`config.mk`:
```
export PLATFORM = sky130hd
export DESIGN_NAME = step_ramp_gen_flat
export DESIGN_NICKNAME = d
export VERILOG_FILES = /design/src/rtl/step_ramp_gen_if.sv /design/src/rtl/step_ramp_gen.sv /design/src/flat_wrapper.sv
export SDC_FILE = /design/constraint.sdc
export NUM_CORES = 1
export LEC_CHECK = 0
export BUFFER_PORTS_ARGS = -buffer_cell sky130_fd_sc_hd__buf_2
export CORE_MARGIN = 2
export CORE_UTILIZATION = 50
export DETAILED_ROUTE_END_ITERATION = 10
export PLACE_DENSITY = 0.68
export SYNTH_ARGS = -nofsm -noshare
export SYNTH_HDL_FRONTEND = slang
export SYNTH_SLANG_ARGS = --single-unit
```
`constraint.sdc`:
```
create_clock -name clk -period 6.4 [get_ports clk]
set_input_delay 0.64 -clock clk [delete_from_list [all_inputs] [get_ports clk]]
set_output_delay 0.64 -clock clk [all_outputs]
set_load 0.005 [all_outputs]
```
`src/rtl/step_ramp_gen_if.sv`:
```
// Move-request / step-output bundle between the motion controller and step_ramp_gen.
// The master side issues moves; the slave side (the generator) drives step, dir and status.
interface step_ramp_gen_if #(
    parameter int unsigned CNT_W  = 26,
    parameter int unsigned STEP_W = 16
);
    logic              start;
    logic              dir_in;
    logic [STEP_W-1:0] num_steps;
    logic [CNT_W-1:0]  period_init;
    logic [CNT_W-1:0]  period_min;
    logic [CNT_W-1:0]  period_dec;
    logic              abort;
    logic              step;
    logic              dir;
    logic              busy;
    logic              done;
    logic [STEP_W-1:0] step_count;

    modport master (
        output start, dir_in, num_steps, period_init, period_min, period_dec, abort,
        input  step, dir, busy, done, step_count
    );

    modport slave (
        input  start, dir_in, num_steps, period_init, period_min, period_dec, abort,
        output step, dir, busy, done, step_count
    );
endinterface

```
`src/rtl/step_ramp_gen.sv`:
```
// Trapezoidal step-pulse move engine: accelerate, cruise, decelerate, with controlled abort.
// Each step is one interval of max(cur_period, PULSE_W+1) clocks, pulse high for PULSE_W clocks.
module step_ramp_gen #(
    parameter int unsigned CNT_W   = 26,
    parameter int unsigned STEP_W  = 16,
    parameter int unsigned PULSE_W = 16
) (
    input logic            clk,
    input logic            rst,
    step_ramp_gen_if.slave bus
);
    localparam logic [CNT_W-1:0] PulseLen = CNT_W'(PULSE_W);
    localparam logic [CNT_W-1:0] MinEff   = CNT_W'(PULSE_W + 1);

    typedef enum logic [1:0] {StIdle, StAccel, StCruise, StDecel} state_e;

    state_e            state_q, state_d;
    logic [CNT_W-1:0]  cur_period_q, cur_period_d;
    logic [CNT_W-1:0]  cnt_q, cnt_d;
    logic [STEP_W-1:0] ramp_q, ramp_d;
    logic [STEP_W-1:0] num_q, num_d;
    logic [STEP_W-1:0] count_q, count_d;
    logic [CNT_W-1:0]  init_q, init_d;
    logic [CNT_W-1:0]  min_q, min_d;
    logic [CNT_W-1:0]  dec_q, dec_d;
    logic              step_q, step_d;
    logic              dir_q, dir_d;
    logic              busy_q, busy_d;
    logic              done_q, done_d;

    logic [CNT_W-1:0]  eff, start_period, period_up, period_down;
    logic [CNT_W:0]    up_sum;
    logic [STEP_W-1:0] n_next, ramp_dn;
    logic              interval_end, finish;

    always_comb begin
        eff          = (cur_period_q > MinEff) ? cur_period_q : MinEff;
        interval_end = (cnt_q == eff - CNT_W'(1));
        n_next       = count_q + STEP_W'(1);
        ramp_dn      = (ramp_q != '0) ? ramp_q - STEP_W'(1) : '0;
        start_period = (bus.period_init > bus.period_min) ? bus.period_init : bus.period_min;
        // Compare the headroom first so the subtraction can never wrap below period_min.
        period_down  = (cur_period_q - min_q > dec_q) ? cur_period_q - dec_q : min_q;
        up_sum       = {1'b0, cur_period_q} + {1'b0, dec_q};
        period_up    = (up_sum > {1'b0, init_q}) ? init_q : up_sum[CNT_W-1:0];
    end

    always_comb begin
        state_d      = state_q;
        cur_period_d = cur_period_q;
        cnt_d        = cnt_q;
        ramp_d       = ramp_q;
        num_d        = num_q;
        count_d      = count_q;
        init_d       = init_q;
        min_d        = min_q;
        dec_d        = dec_q;
        dir_d        = dir_q;
        busy_d       = busy_q;
        done_d       = 1'b0;
        step_d       = 1'b0;
        finish       = 1'b0;

        unique case (state_q)
            StIdle: begin
                if (bus.start && bus.num_steps != '0) begin
                    state_d      = (start_period == bus.period_min) ? StCruise : StAccel;
                    num_d        = bus.num_steps;
                    init_d       = bus.period_init;
                    min_d        = bus.period_min;
                    dec_d        = bus.period_dec;
                    dir_d        = bus.dir_in;
                    cur_period_d = start_period;
                    count_d      = '0;
                    ramp_d       = '0;
                    cnt_d        = '0;
                    busy_d       = 1'b1;
                    step_d       = 1'b1;
                end
            end
            default: begin
                cnt_d = cnt_q + CNT_W'(1);
                if (interval_end) begin
                    cnt_d   = '0;
                    count_d = n_next;
                    if (n_next == num_q || (state_q == StDecel && ramp_q == '0)) begin
                        finish = 1'b1;
                    end else if (state_q != StDecel && (num_q - n_next) <= ramp_q) begin
                        state_d      = StDecel;
                        cur_period_d = period_up;
                        ramp_d       = ramp_dn;
                    end else if (state_q == StAccel) begin
                        cur_period_d = period_down;
                        ramp_d       = ramp_q + STEP_W'(1);
                        if (period_down == min_q) state_d = StCruise;
                    end else if (state_q == StDecel) begin
                        cur_period_d = period_up;
                        ramp_d       = ramp_dn;
                    end
                end
                if (finish) begin
                    state_d = StIdle;
                    busy_d  = 1'b0;
                    done_d  = 1'b1;
                end else begin
                    // Abort only redirects the profile; the running interval keeps its length.
                    if (bus.abort && state_q != StDecel) state_d = StDecel;
                    step_d = (cnt_d < PulseLen);
                end
            end
        endcase
    end

    always_ff @(posedge clk) begin
        if (rst) begin
            state_q      <= StIdle;
            cur_period_q <= '0;
            cnt_q        <= '0;
            ramp_q       <= '0;
            num_q        <= '0;
            count_q      <= '0;
            init_q       <= '0;
            min_q        <= '0;
            dec_q        <= '0;
            step_q       <= 1'b0;
            dir_q        <= 1'b0;
            busy_q       <= 1'b0;
            done_q       <= 1'b0;
        end else begin
            state_q      <= state_d;
            cur_period_q <= cur_period_d;
            cnt_q        <= cnt_d;
            ramp_q       <= ramp_d;
            num_q        <= num_d;
            count_q      <= count_d;
            init_q       <= init_d;
            min_q        <= min_d;
            dec_q        <= dec_d;
            step_q       <= step_d;
            dir_q        <= dir_d;
            busy_q       <= busy_d;
            done_q       <= done_d;
        end
    end

    assign bus.step       = step_q;
    assign bus.dir        = dir_q;
    assign bus.busy       = busy_q;
    assign bus.done       = done_q;
    assign bus.step_count = count_q;
endmodule

```
`src/flat_wrapper.sv`:
```
// flat-port wrapper written by rule: the top's interface ports become plain ports
module step_ramp_gen_flat 
#(
    parameter int unsigned CNT_W   = 26,
    parameter int unsigned STEP_W  = 16,
    parameter int unsigned PULSE_W = 16
)
  (clk, rst, bus_start, bus_dir_in, bus_num_steps, bus_period_init, bus_period_min, bus_period_dec, bus_abort, bus_step, bus_dir, bus_busy, bus_done, bus_step_count);
  step_ramp_gen_if #(.CNT_W(CNT_W), .STEP_W(STEP_W)) bus_i ();
  input logic clk;
  input logic rst;
  input wire logic [$bits(bus_i.start)-1:0] bus_start;
  input wire logic [$bits(bus_i.dir_in)-1:0] bus_dir_in;
  input wire logic [$bits(bus_i.num_steps)-1:0] bus_num_steps;
  input wire logic [$bits(bus_i.period_init)-1:0] bus_period_init;
  input wire logic [$bits(bus_i.period_min)-1:0] bus_period_min;
  input wire logic [$bits(bus_i.period_dec)-1:0] bus_period_dec;
  input wire logic [$bits(bus_i.abort)-1:0] bus_abort;
  output wire logic [$bits(bus_i.step)-1:0] bus_step;
  output wire logic [$bits(bus_i.dir)-1:0] bus_dir;
  output wire logic [$bits(bus_i.busy)-1:0] bus_busy;
  output wire logic [$bits(bus_i.done)-1:0] bus_done;
  output wire logic [$bits(bus_i.step_count)-1:0] bus_step_count;
  assign bus_i.start = bus_start;
  assign bus_i.dir_in = bus_dir_in;
  assign bus_i.num_steps = bus_num_steps;
  assign bus_i.period_init = bus_period_init;
  assign bus_i.period_min = bus_period_min;
  assign bus_i.period_dec = bus_period_dec;
  assign bus_i.abort = bus_abort;
  assign bus_step = bus_i.step;
  assign bus_dir = bus_i.dir;
  assign bus_busy = bus_i.busy;
  assign bus_done = bus_i.done;
  assign bus_step_count = bus_i.step_count;
  step_ramp_gen #(.CNT_W(CNT_W), .STEP_W(STEP_W), .PULSE_W(PULSE_W)) u_core (.clk(clk), .rst(rst), .bus(bus_i));
endmodule
```
; ---- After elaboration in Yosys (flattened, before gate mapping)
; Cells that the tools add are included.
[totals]
ff_bits = 184
input_bits = 99
[classes]
n_reduce_logical = 21
add_sub_neg = 9
eq_ne = 10
n_mux = 45
magnitude_cmp = 6
[ops]
columns = op, n
row1 = 26-bit 2-to-1 mux, 15
row2 = 16-bit 2-to-1 mux, 10
row3 = 26-bit == test, 3
row4 = 26-bit > comparator, 2
row5 = 26-bit subtractor, 2
row6 = 16-bit by 1-bit adder with 16-bit output (second input constant), 2
row7 = 16-bit nonzero test, 2
row8 = 26-bit by 26-bit adder with 27-bit output, 1
row9 = 27-bit by 26-bit > comparator with 1-bit output, 1
row10 = 26-bit by 1-bit adder with 26-bit output (second input constant), 1
row11 = 26-bit by 5-bit > comparator with 1-bit output (second input constant), 1
row12 = 26-bit by 5-bit < comparator with 1-bit output (second input constant), 1
row13 = 26-bit by 1-bit subtractor with 26-bit output (second input constant), 1
row14 = 2-bit 2-to-1 mux, 10
row15 = 16-bit == test, 1
row16 = 16-bit less-or-equal comparator, 1
row17 = 16-bit logical NOT, 1
row18 = 16-bit by 1-bit subtractor with 16-bit output (second input constant), 1
row19 = 16-bit subtractor, 1
row20 = 1-bit 2-to-1 mux, 10
row21 = 5-bit nonzero test, 2
row22 = 4-bit nonzero test, 2
row23 = 2-bit AND reduction, 3
row24 = 5-bit AND reduction, 1
row25 = 11 further kinds, 16

; ---- Longest topological paths before layout
; Gate-level depths: netlist (run 1).
[logic_depth]
ltp_word = 12
ltp_mapped = 30
mapped_depth_nobuf = 28

; ---- Worst setup path after synthesis (run 1)
; OpenSTA, ideal clock, no wires.
[synth_path]
path_kind = register -> register
start = register u_core.cur_period_q[0]
end = register u_core.cur_period_q[24]
arrival_ns = 5.488
period_less_slack_ns = 5.573
path_slack_ns = 0.827
stages_incl_launch_ff = 30
cell_sequence = dfxtp_1 > inv_1 > ha_1 > inv_1 > fa_1 > a21oi_1 > o21a_1 > o31ai_1 > and2_1 > or4_1 > a31oi_1 > nor2b_1 > o21ai_0 > a21oi_1 > a21o_1 > a21oi_1 > xnor2_1 > ha_1 > a21o_1 > a21oi_1 > o21ai_0 > o21a_1 > o21ai_0 > nand3b_1 > nand2_1 > clkbuf_1 > nor3_1 > a311oi_1 > o21ai_0 > a211oi_1
[synth_via]
elab_chain_len = 9
word_cells_on_any_way = 19
cone_classes = add/sub: 4 / order compare: 3 / eq/ne: 1 / mux: 9 / reduce/logical: 2
[synth_rtl]
columns = item, line
row1 = from (decl), step_ramp_gen.sv:18  ; logic [CNT_W-1:0] cur_period_q, cur_period_d;
row2 = from (signal assigned), step_ramp_gen.sv:131  ; cur_period_q <= cur_period_d;
row3 = 26-bit by 26-bit adder with 27-bit output, step_ramp_gen.sv:44  ; up_sum = {1'b0, cur_period_q} + {1'b0, dec_q};
row4 = 27-bit by 26-bit > comparator with 1-bit output, step_ramp_gen.sv:45  ; period_up = (up_sum > {1'b0, init_q}) ? init_q : up_sum[CNT_W-1:0];
row5 = 26-bit 2-to-1 mux, step_ramp_gen.sv:45
row6 = 26-bit 2-to-1 mux, step_ramp_gen.sv:96  ; end else if (state_q == StDecel) begin
row7 = 26-bit 2-to-1 mux, step_ramp_gen.sv:92  ; end else if (state_q == StAccel) begin
row8 = 26-bit 2-to-1 mux, step_ramp_gen.sv:88  ; end else if (state_q != StDecel && (num_q - n_next) <= ramp_q) begin
row9 = 26-bit 2-to-1 mux, step_ramp_gen.sv:86  ; if (n_next == num_q || (state_q == StDecel && ramp_q == '0)) begin
row10 = 26-bit 2-to-1 mux, step_ramp_gen.sv:83  ; if (interval_end) begin
row11 = 26-bit 2-to-1 mux, step_ramp_gen.sv:64  ; unique case (state_q)
; Parallel ways exist; a longest one is shown, timed or not. The select of a mux whose other input is x is not followed.
; A chain may end at the register's enable or synchronous reset.

; ---- Worst setup path after layout (run 1)
[layout_path]
start = register u_core.cur_period_q[0]
end = register u_core.cur_period_q[6]
; The elaborated chain is that of the path after synthesis.

==> key figures, run 1 <==
Clocking
  • Clock-pin slew on the worst setup and hold paths: 80 ps
  • Htree depth: 4
  • Hold_buf cts: 0
  • Clock Tree Root: clkbuf_16
  • Clock net sink count: between 150 and 200
  • Number of buffers created by CTS: 17
  • Worst-Skew Late Latency: about 470 ps
  • Max clock buf depth: 2
  • CTS tree: done

Setup path
  • Slowest cell delay on critical path: around 520 ps
  • Startpoint Class: flop
  • Slowest cell on crit path: a221oi_1
  • Req. time, crit path: between 6000 and 7000 ps
  • Worst r2r path cells: 26
  • Worst r2r src: u_core.cur_period_q[0]
  • Worst path bufs/invs: 4
  • Arrival @ worst endpoint: ~6600 ps
  • FF-to-FF setup slack: roughly 210 ps
  • CP delay by family, top: compound AO/OA/AOI/OAI gates
  • Worst R2R End: u_core.cur_period_q[6]
  • CP Max Fanout: 14
  • Kind of critical path: flop to flop
  • Critical Path Sink Type: flop

Timing
  • Fin crit share: between 90% and 100%
  • RSZ-0062 raised after global routing: no
  • Max-Slew Margin vs Limit: about an eighth
  • Hold WS: approximately 400 ps
  • Fin worst setup slack: between 200 and 250 ps
  • Worst Skew: 15.6 ps
  • Setup TNS: 0 ps
  • Fin. max-slew vios: 0
  • Final setup violation count: 0
  • Fin. Hold Viols: 0
  • Slew @ Worst Pin: between 1000 and 1500 ps
  • Crit path time final: between 6000 and 7000 ps
  • FMAX: 162 MHz

Synth
  • Count leader, synth: nand2_1
  • Post-synthesis register bit count: 184
  • Largest family of logic cells by synthesized area: compound AO/OA/AOI/OAI gates
  • XOR/XNOR share of the synthesized area: 8.54%
  • Synth cell count leaders: 308 x nand2_1, 261 x a21oi_1, 190 x ha_1
  • Syn. warnings: 0
  • Prevailing post-synth register cell: dfxtp_1
  • Synth top area share: 20.0%
  • Simple-gate share of the synthesized area: a little under a quarter
  • Unique masters post-synth: 89
  • Top cells by area, synth: dfxtp_1 20%, ha_1 13%, a21oi_1 7.1%, nand2_1 6.3%, xnor2_1 5.6%
  • Asr flop ratio synth: 0%
  • Adder-cell area share of the yosys netlist: between 10% and 20%
  • Yosys top cell by area: dfxtp_1
  • Syn_nets: 2827
  • Post-synth EDFFs: 0
  • Sequential share of the synthesized area: between 10% and 20%
  • Post-Synthesis Mean Instance Area: about 7.3 sq um
  • Synth Area in Compound Gates: between 20 and 25%
  • Mux share of post-synthesis cell area: under 10%
  • Post-Syn Area: ~18000 sq um
  • Post-Syn Instances: between 2000 and 3000

Global routing
  • Vias in the first global route: about 18000
  • Initial antenna violation count: 0
  • Tot GR Track Use: a little over a third
  • Largest net degree at the start of global routing: around 130
  • Global-route wire length before repair: about 110000 microns
  • Overflow after GRT: 0

Placement
  • PortBufs: 118
  • Final GP Congestion: a little over 1
  • HPWL after detailed placement: roughly 53000 microns
  • Worst slack, placed: around 150 ps

Min path
  • Worst hold start: bus_dir_in
  • Hold depth: 3
  • Hold/Removal Path Class: input pin to flop
  • WHS Endpoint: u_core.bus.dir

Pwr
  • Maximum VDD drop: ~0.00045 V
  • Leakage: 8.43 nW
  • P per Cell Area: a little over 600 nW/um^2

Die
  • Initial Utilization: between 50% and 60%
  • Total core area: 36500 sq um
  • Full die area: around 38000 sq um
  • Die X: approximately 200 microns
  • Cell row count: 70
  • I/O Pins: 119
  • Die Y: about 200 microns

Routing
  • Avg Vias per Cell: 6.35
  • Via count: a little under 20000
  • Routed len/inst: 22.3 microns
  • Pre-antenna DRT Iters: 6
  • Routed WL: approximately 69000 microns
  • Antenna Nets Post-Route: 0
  • Initial DRC Count: 1968
  • DRC Markers: 0

Cells and area
  • Final Util: about 55%
  • Nets: between 2000 and 3000
  • Share of layout cells above drive strength 1: just over 10%
  • Area Overhead vs Synth: 9.64%
  • # diodes: 0

Flow run
  • Max cap viols: 0

Outcome
  • Status: finished clean
[layout by cell type (no fill, tap or decap), types with 23 or more instances in the layout]
cell type	synthesis	routed
nand4_1	49	49
xnor2_1	117	117
nor2_1	187	184
buf_4	2	62
xor2_1	63	63
inv_1	171	171
dfxtp_1	184	182
nand2_1	308	303
ha_1	190	189
mux2i_1	70	70
nand3_1	62	62
a21o_1	37	37
nor3_1	82	81
and3_1	34	34
a311oi_1	25	25
or3_1	23	23
nor2b_1	31	31
a211oi_1	36	35
buf_2	15	117
a21oi_1	261	261
o21ai_0	91	89
nor4_1	29	29
o22ai_1	28	28
[registers in the layout, indices dropped and copies added (netlist names)]
register and cells:
u_core.num_q 16, u_core.bus.busy 1, u_core.init_q 26, u_core.cnt_q 26, u_core.bus.step 1, u_core.state_q 2, u_core.ramp_q 16, u_core.cur_period_q 26
u_core.bus.dir 1, u_core.bus.done 1, u_core.bus.step_count 16, u_core.min_q 26, u_core.dec_q 26
[routing by layer]
layer / wire [microns] / track usage, % / up-vias
met5: 0 / 0 / -
met4: 1570 / 9.76 / 0
met3: 6470 / 5.93 / 89
met2: 28800 / 51.8 / 914
met1: 31700 / 52.4 / 9318
li1: - / - / 9192
[what timing repair did]
action	CTS	global route
setup endpoints to repair	0	31
buffers inserted	0	2
resized for setup	0	19
[final cells by class]
class | instances | area [sq um]
fillers | 3579 | 16300
well taps | 468 | 586
multi-input cells | 2034 | 13700
inverters | 172 | 646
repair buffers | 182 | 1090
clock inverters | 14 | 135
flip-flops and latches | 184 | 3690
clock buffers | 18 | 429
[cell families after synthesis]
family / after synthesis
AND/OR/NAND/NOR: 893
AO/OA/AOI/OAI: 688
buffers and inverters: 317
adder cells (fa/ha/maj): 195
flip-flops: 184
XOR/XNOR: 180
multiplexers: 77
[worst register-to-register path, stage by stage, from the launching register on]
cell and delay (ps):
dfxtp_1 320, buf_4 170, ha_1 200, inv_1 70
fa_1 250, o21bai_1 100, a21oi_1 340, o21ai_1 170
a31oi_1 320, o211ai_1 140, buf_4 160, a221oi_1 520
o31ai_1 250, a211oi_1 340, xor2_1 320, ha_1 320
a21o_1 180, a211oi_1 230, nand2_1 90, nor2_1 100
a221o_1 210, o311a_1 230, o31ai_4 200, buf_4 260
a211oi_1 340, nor3_1 90, nor3_1 190
[worst max-delay path by stage]
stage	start	endpoint	slack (ps)	depth (start not counted)
floorplan	u_core.cur_period_q[0]	u_core.cur_period_q[24]	830	29
global placement	u_core.cur_period_q[1]	u_core.cur_period_q[6]	280	24
detailed placement	u_core.cur_period_q[1]	u_core.cur_period_q[6]	150	24
CTS	u_core.cur_period_q[1]	u_core.cur_period_q[6]	140	24
global route	u_core.cur_period_q[0]	u_core.cur_period_q[6]	30	26
finish	u_core.cur_period_q[0]	u_core.cur_period_q[6]	210	26
[report_power, final]
group | internal (mW) | switching, mW | leakage [nW]
Sequential | 1.35 | 0.402 | 1.50
Clock | 0.516 | 0.560 | 0.273
Combinational | 3.73 | 5.75 | 6.65
[through the flow]
stage               power (mW)  cells  area, sq um
floorplan                 8.16   2534        18500
global placement          10.7   3037        19600
detailed placement        10.8   3037        19600
CTS                       11.9   3069        20100
global route              13.2   3072        20200
finish                    12.3   3072        20200
Note: power is estimated with default switching activity, not from simulation.
==> run 2, diff against run 1 <==
PLACE_DENSITY = 0.71   (was 0.68)
clock period = 5.7 ns   (was 6.4 ns; I/O delays follow)
==> key figures, run 2 (synthesis results as in run 1) <==
Outcome
  • Status: finished clean

Cells and area
  • Area Overhead vs Synth: 12.4%
  • Share of layout cells above drive strength 1: a little under an eighth
  • Final Util: 56.8%
  • Fillcell total: between 3000 and 4000
  • Nets: slightly below 3000
  • Most common cell after layout, fill and taps aside: nand2_1
  • Finished Layout Cells: 3101
  • # diodes: 0
  • Most frequent cells in the layout: 304 x nand2_1, 259 x a21oi_1, 188 x ha_1

Placement
  • Worst slack, placed: -147 ps
  • PortBufs: 118
  • Dpl cells: approximately 3100
  • HPWL after detailed placement: roughly 53000 microns
  • Final GP Congestion: between 1 and 1.5

Global routing
  • Global-route wire length before repair: between 100000 and 150000 microns
  • Vias in the first global route: approximately 18000
  • Tot GR Track Use: a little over a third
  • Overflow after GRT: 0
  • Initial antenna violation count: 0
  • Largest net degree at the start of global routing: around 130

Clocking
  • Clock-pin slew on the worst setup and hold paths: approximately 80 ps
  • Htree depth: 4
  • Hold_buf cts: 0
  • Number of buffers created by CTS: 17
  • Clock Tree Root: clkbuf_16
  • Worst-Skew Late Latency: about 470 ps
  • Clock net sink count: roughly 180
  • CTS tree: done
  • Max clock buf depth: 2

Die
  • Die Y: 196 microns
  • Full die area: just under 40000 sq um
  • Total core area: approximately 37000 sq um
  • Cell row count: 70
  • Initial Utilization: about half
  • Die X: 196 microns
  • I/O Pins: 119

Setup path
  • Critical path endpoint: u_core.cur_period_q[15]
  • Worst r2r src: u_core.cur_period_q[0]
  • Startpoint Class: flop
  • Worst R2R End: u_core.cur_period_q[15]
  • FF-to-FF setup slack: ~150 ps
  • Worst Setup SP: u_core.cur_period_q[0]
  • Req. time, crit path: about 6000 ps
  • Crit path depth: 25
  • Worst r2r path cells: 25
  • Arrival @ worst endpoint: 5850 ps
  • Slowest cell delay on critical path: 410 ps
  • CP delay by family, top: compound AO/OA/AOI/OAI gates
  • Critical Path Sink Type: flop
  • Kind of critical path: flop to flop
  • Slowest cell on crit path: fa_1
  • Worst path bufs/invs: 3
  • CP Max Fanout: 7

Routing
  • Routed WL: roughly 70000 microns
  • DRC Markers: 0
  • Pre-antenna DRT Iters: 6
  • Initial DRC Count: between 2000 and 2500
  • Antenna Nets Post-Route: 0
  • Routed len/inst: 22.3 microns
  • Via count: just under 20000
  • Avg Vias per Cell: around 6.4

Timing
  • Hold WS: 333 ps
  • RSZ-0062 raised after global routing: yes
  • Worst Skew: around 17 ps
  • Fin. max-slew vios: 0
  • Fin crit share: 97.4%
  • Fin. Hold Viols: 0
  • Crit path time final: 5550 ps
  • FMAX: 180 MHz
  • Final setup violation count: 0
  • Max-Slew Margin vs Limit: between 20% and 30%
  • Setup TNS: 0 ps
  • Slew @ Worst Pin: approximately 1200 ps
  • Fin worst setup slack: between 100 and 150 ps

Pwr
  • Maximum VDD drop: 0.000399 V
  • P per Cell Area: between 700 and 800 nW/um^2
  • Leakage: roughly 8.7 nW

Flow run
  • Max cap viols: 0

Min path
  • Hold/Removal Path Class: input pin to flop
## run 2: cell types whose count changed in the layout (fill, tap and decap cells not counted), sizes merged, moves of 2 or more
cell | previous run | this run
buf | 182 | 207
bufinv | 0 | 2
clkbuf | 18 | 21
inv | 178 | 176
## run 2: power by group
part	total, mW	internal [mW]	switching [mW]
Combinational	11.5	4.72	6.82
Sequential	1.89	1.52	0.369
Clock	1.31	0.678	0.628
Total	14.7	6.92	7.82
## run 2: stage by stage
stage / total power, mW / area [sq um]
floorplan: 9.16 / 18500
global placement: 12.1 / 19700
detailed placement: 12.3 / 19700
CTS: 13.8 / 20400
global route: 15.6 / 20700
finish: 14.7 / 20700
## run 2: layout make-up
| type | count | area (sq um) | share of cell area, % |
|---|---|---|---|
| timing repair buffer | 211 | 1420 | 6.85 |
| clock buffer | 18 | 439 | 2.12 |
| tap | 468 | 586 | 2.82 |
| multi-input combinational | 2034 | 13800 | 66.4 |
| sequential | 184 | 3690 | 17.8 |
| clock inverter | 14 | 181 | 0.875 |
| inverter | 172 | 646 | 3.11 |
## run 2: worst min-delay path by stage
stage / startpoint / endpoint / slack, ps / depth (start not counted)
after detailed placement: u_core.init_q[21] / u_core.init_q[21] / 450 / 2
final: bus_period_dec[2] / u_core.dec_q[2] / 330 / 3
after global placement: u_core.bus.dir / u_core.bus.dir / 440 / 2
after floorplan: u_core.init_q[10] / u_core.init_q[10] / 440 / 2
after CTS: bus_period_dec[4] / u_core.dec_q[4] / 320 / 3
after global routing: bus_period_dec[4] / u_core.dec_q[4] / 340 / 3
## run 2: routing by layer
layer  global-route usage [%]  wire (microns)
met2                     52.1           29100
met1                     51.3           31400
met3                     5.98            6570
met5                        0               0
met4                     10.4            2000
## run 2: worst min-delay path, cell delays in order
cell,delay [ps]
buf_2,90
nand2_1,50
a21oi_1,50
## run 2: repair_timing
item / CTS / global route
cloned: 1 / 4
resized for setup: 5 / 44
endpoints found under the setup margin: 17 / 44
endpoints found under the hold margin: 0 / 0
buffers inserted: 0 / 9
pin swaps: 0 / 19
==> run 3, diff against run 2 <==
--- a/config.mk
+++ b/config.mk
@@ -11,3 +11,5 @@
 export DETAILED_ROUTE_END_ITERATION = 10
+export GPL_TIMING_DRIVEN = 0
 export PLACE_DENSITY = 0.71
+export SKIP_LAST_GASP = 1
 export SYNTH_ARGS = -nofsm -noshare
--- a/constraint.sdc
+++ b/constraint.sdc
@@ -3,2 +3,2 @@
 set_output_delay 0.57 -clock clk [all_outputs]
-set_load 0.005 [all_outputs]
+set_load 0.1 [all_outputs]
==> key figures, run 3 (synthesis results as in run 1) <==
Cells and area
  • Multi-input logic area: 14200 sq um
  • Area Overhead vs Synth: 15.8%
  • Finished Layout Cells: around 3200
  • Nets: ~3000
  • Fillcell total: 3478
  • Share of layout cells above drive strength 1: approximately 14%
  • Most frequent cells in the layout: 303 x nand2_1, 248 x a21oi_1, 185 x nor2_1
  • # diodes: 0
  • Register area: about 3700 sq um
  • Most common cell after layout, fill and taps aside: nand2_1

Timing
  • RSZ-0062 raised after global routing: yes
  • Crit path time final: approximately 5600 ps
  • Worst Skew: about 14 ps
  • Max-Slew Margin vs Limit: around 5.6%
  • Fin worst setup slack: roughly 87 ps
  • Slew @ Worst Pin: ~1400 ps
  • Setup TNS: 0 ps
  • Fin. Hold Viols: 0
  • Final setup violation count: 0
  • Fin. max-slew vios: 0
  • FMAX: around 180 MHz
  • Fin crit share: between 90% and 100%

Routing
  • Routed WL: between 70000 and 80000 microns
  • Initial DRC Count: between 2000 and 2500
  • Routed len/inst: around 23 microns
  • Antenna Nets Post-Route: 0
  • Avg Vias per Cell: 6.36
  • Pre-antenna DRT Iters: 10
  • Via count: slightly above 20000
  • DRC Markers: 0

Outcome
  • Status: finished clean

Setup path
  • CP Max Fanout: 6
  • Most used cell, CP: a21oi_2
  • Critical Path Sink Type: flop
  • Arrival @ worst endpoint: just under 6000 ps
  • Slowest cell on crit path: or4_4
  • Req. time, crit path: approximately 6000 ps
  • Kind of critical path: flop to flop
  • Startpoint Class: flop
  • Slowest cell delay on critical path: 450 ps

Die
  • Cell row count: 70
  • Full die area: 38500 sq um
  • Initial Utilization: 50.5%
  • Total core area: ~37000 sq um
  • Die X: around 200 microns
  • I/O Pins: around 120
  • Die Y: 196 microns

Clocking
  • Htree depth: 4
  • Number of buffers created by CTS: 17
  • Clock Tree Root: clkbuf_16
  • Hold_buf cts: 0
  • Clock net sink count: roughly 180
  • CTS tree: done
  • Worst-Skew Late Latency: approximately 470 ps
  • Clock-pin slew on the worst setup and hold paths: 80 ps
  • Max clock buf depth: 2

Global routing
  • Tot GR Track Use: a little under two fifths
  • Overflow after GRT: 0
  • Vias in the first global route: between 15000 and 20000
  • Largest net degree at the start of global routing: 20
  • Initial antenna violation count: 1
  • Global-route wire length before repair: 109000 microns

Placement
  • PortBufs: between 100 and 150
  • HPWL after detailed placement: roughly 58000 microns
  • Final GP Congestion: a little under 1
  • Dpl cells: 3119
  • Worst slack, placed: -1570 ps

Flow run
  • Max cap viols: 0

Pwr
  • P per Cell Area: about 730 nW/um^2
  • Maximum VDD drop: roughly 0.00045 V
  • Total power: about 16 mW
  • Leakage: 8.76 nW

Min path
  • Hold/Removal Path Class: input pin to flop
## run 3: cell count changes in the layout (fill, tap and decap cells not counted), moves of 12 or more
cell,change
buf_4,-45
a211oi_2,+12
mux2i_1,-13
buf_2,+13
dfxtp_1,-17
clkbuf_1,+101
## run 3: what timing repair did
action                                 in CTS  in global routing
buffers inserted                           20                 22
endpoints found under the hold margin       0                  0
gates resized for setup                    88                125
pin swaps                                  11                 60
setup endpoints to repair                  44                 44
## run 3: cell type report
type	count	share of cell area [%]
multi-input combinational	2033	66.5
sequential	184	17.4
timing repair buffer	158	4.41
inverter	172	3.06
buffer	137	2.89
tap	468	2.74
clock buffer	18	2.05
clock inverter	14	0.942
## run 3: through the flow
stage	instance area (sq um)	hold slack, ps	util, %
after floorplan	18500	436	-
after global placement	19600	444	53.8
after detailed placement	19600	449	53.8
after CTS	20700	318	56.7
after global routing	21400	339	58.5
final	21400	322	58.5
## run 3: path summary, 6_finish.rpt
kind	startpoint	end	slack (ps)	cells past startpoint
hold / removal	bus_period_dec[0]	u_core.dec_q[0]	320	3
setup / recovery	u_core.cur_period_q[0]	u_core.cur_period_q[13]	90	30
hold reg to reg	u_core.num_q[0]	u_core.num_q[0]	460	2
setup reg to reg	u_core.cur_period_q[0]	u_core.cur_period_q[13]	90	30
## run 3: critical path: cells and delay by family (launching register included)
| kind | cells | cell delay [ps] |
|---|---|---|
| fa+ha+maj | 3 | 840 |
| flops | 1 | 380 |
| compound gates | 14 | 2070 |
| mux | 1 | 250 |
| simple gates | 7 | 1340 |
| buf+inv | 4 | 470 |
| xor+xnor | 1 | 90 |
## run 3: report_power, final
group	switching (mW)	leakage, nW	internal (mW)
Clock	0.645	0.309	0.688
Combinational	7.24	6.94	5.06
Sequential	0.468	1.51	1.52
## run 3: routing by layer
layer / wire (microns) / track usage (%) / vias up
met1: 31700 / 52.2 / 9565
met2: 31400 / 56.2 / 1109
met5: 0 / 0 / -
li1: - / - / 9436
met4: 2400 / 12.3 / 0
met3: 7980 / 7.72 / 146
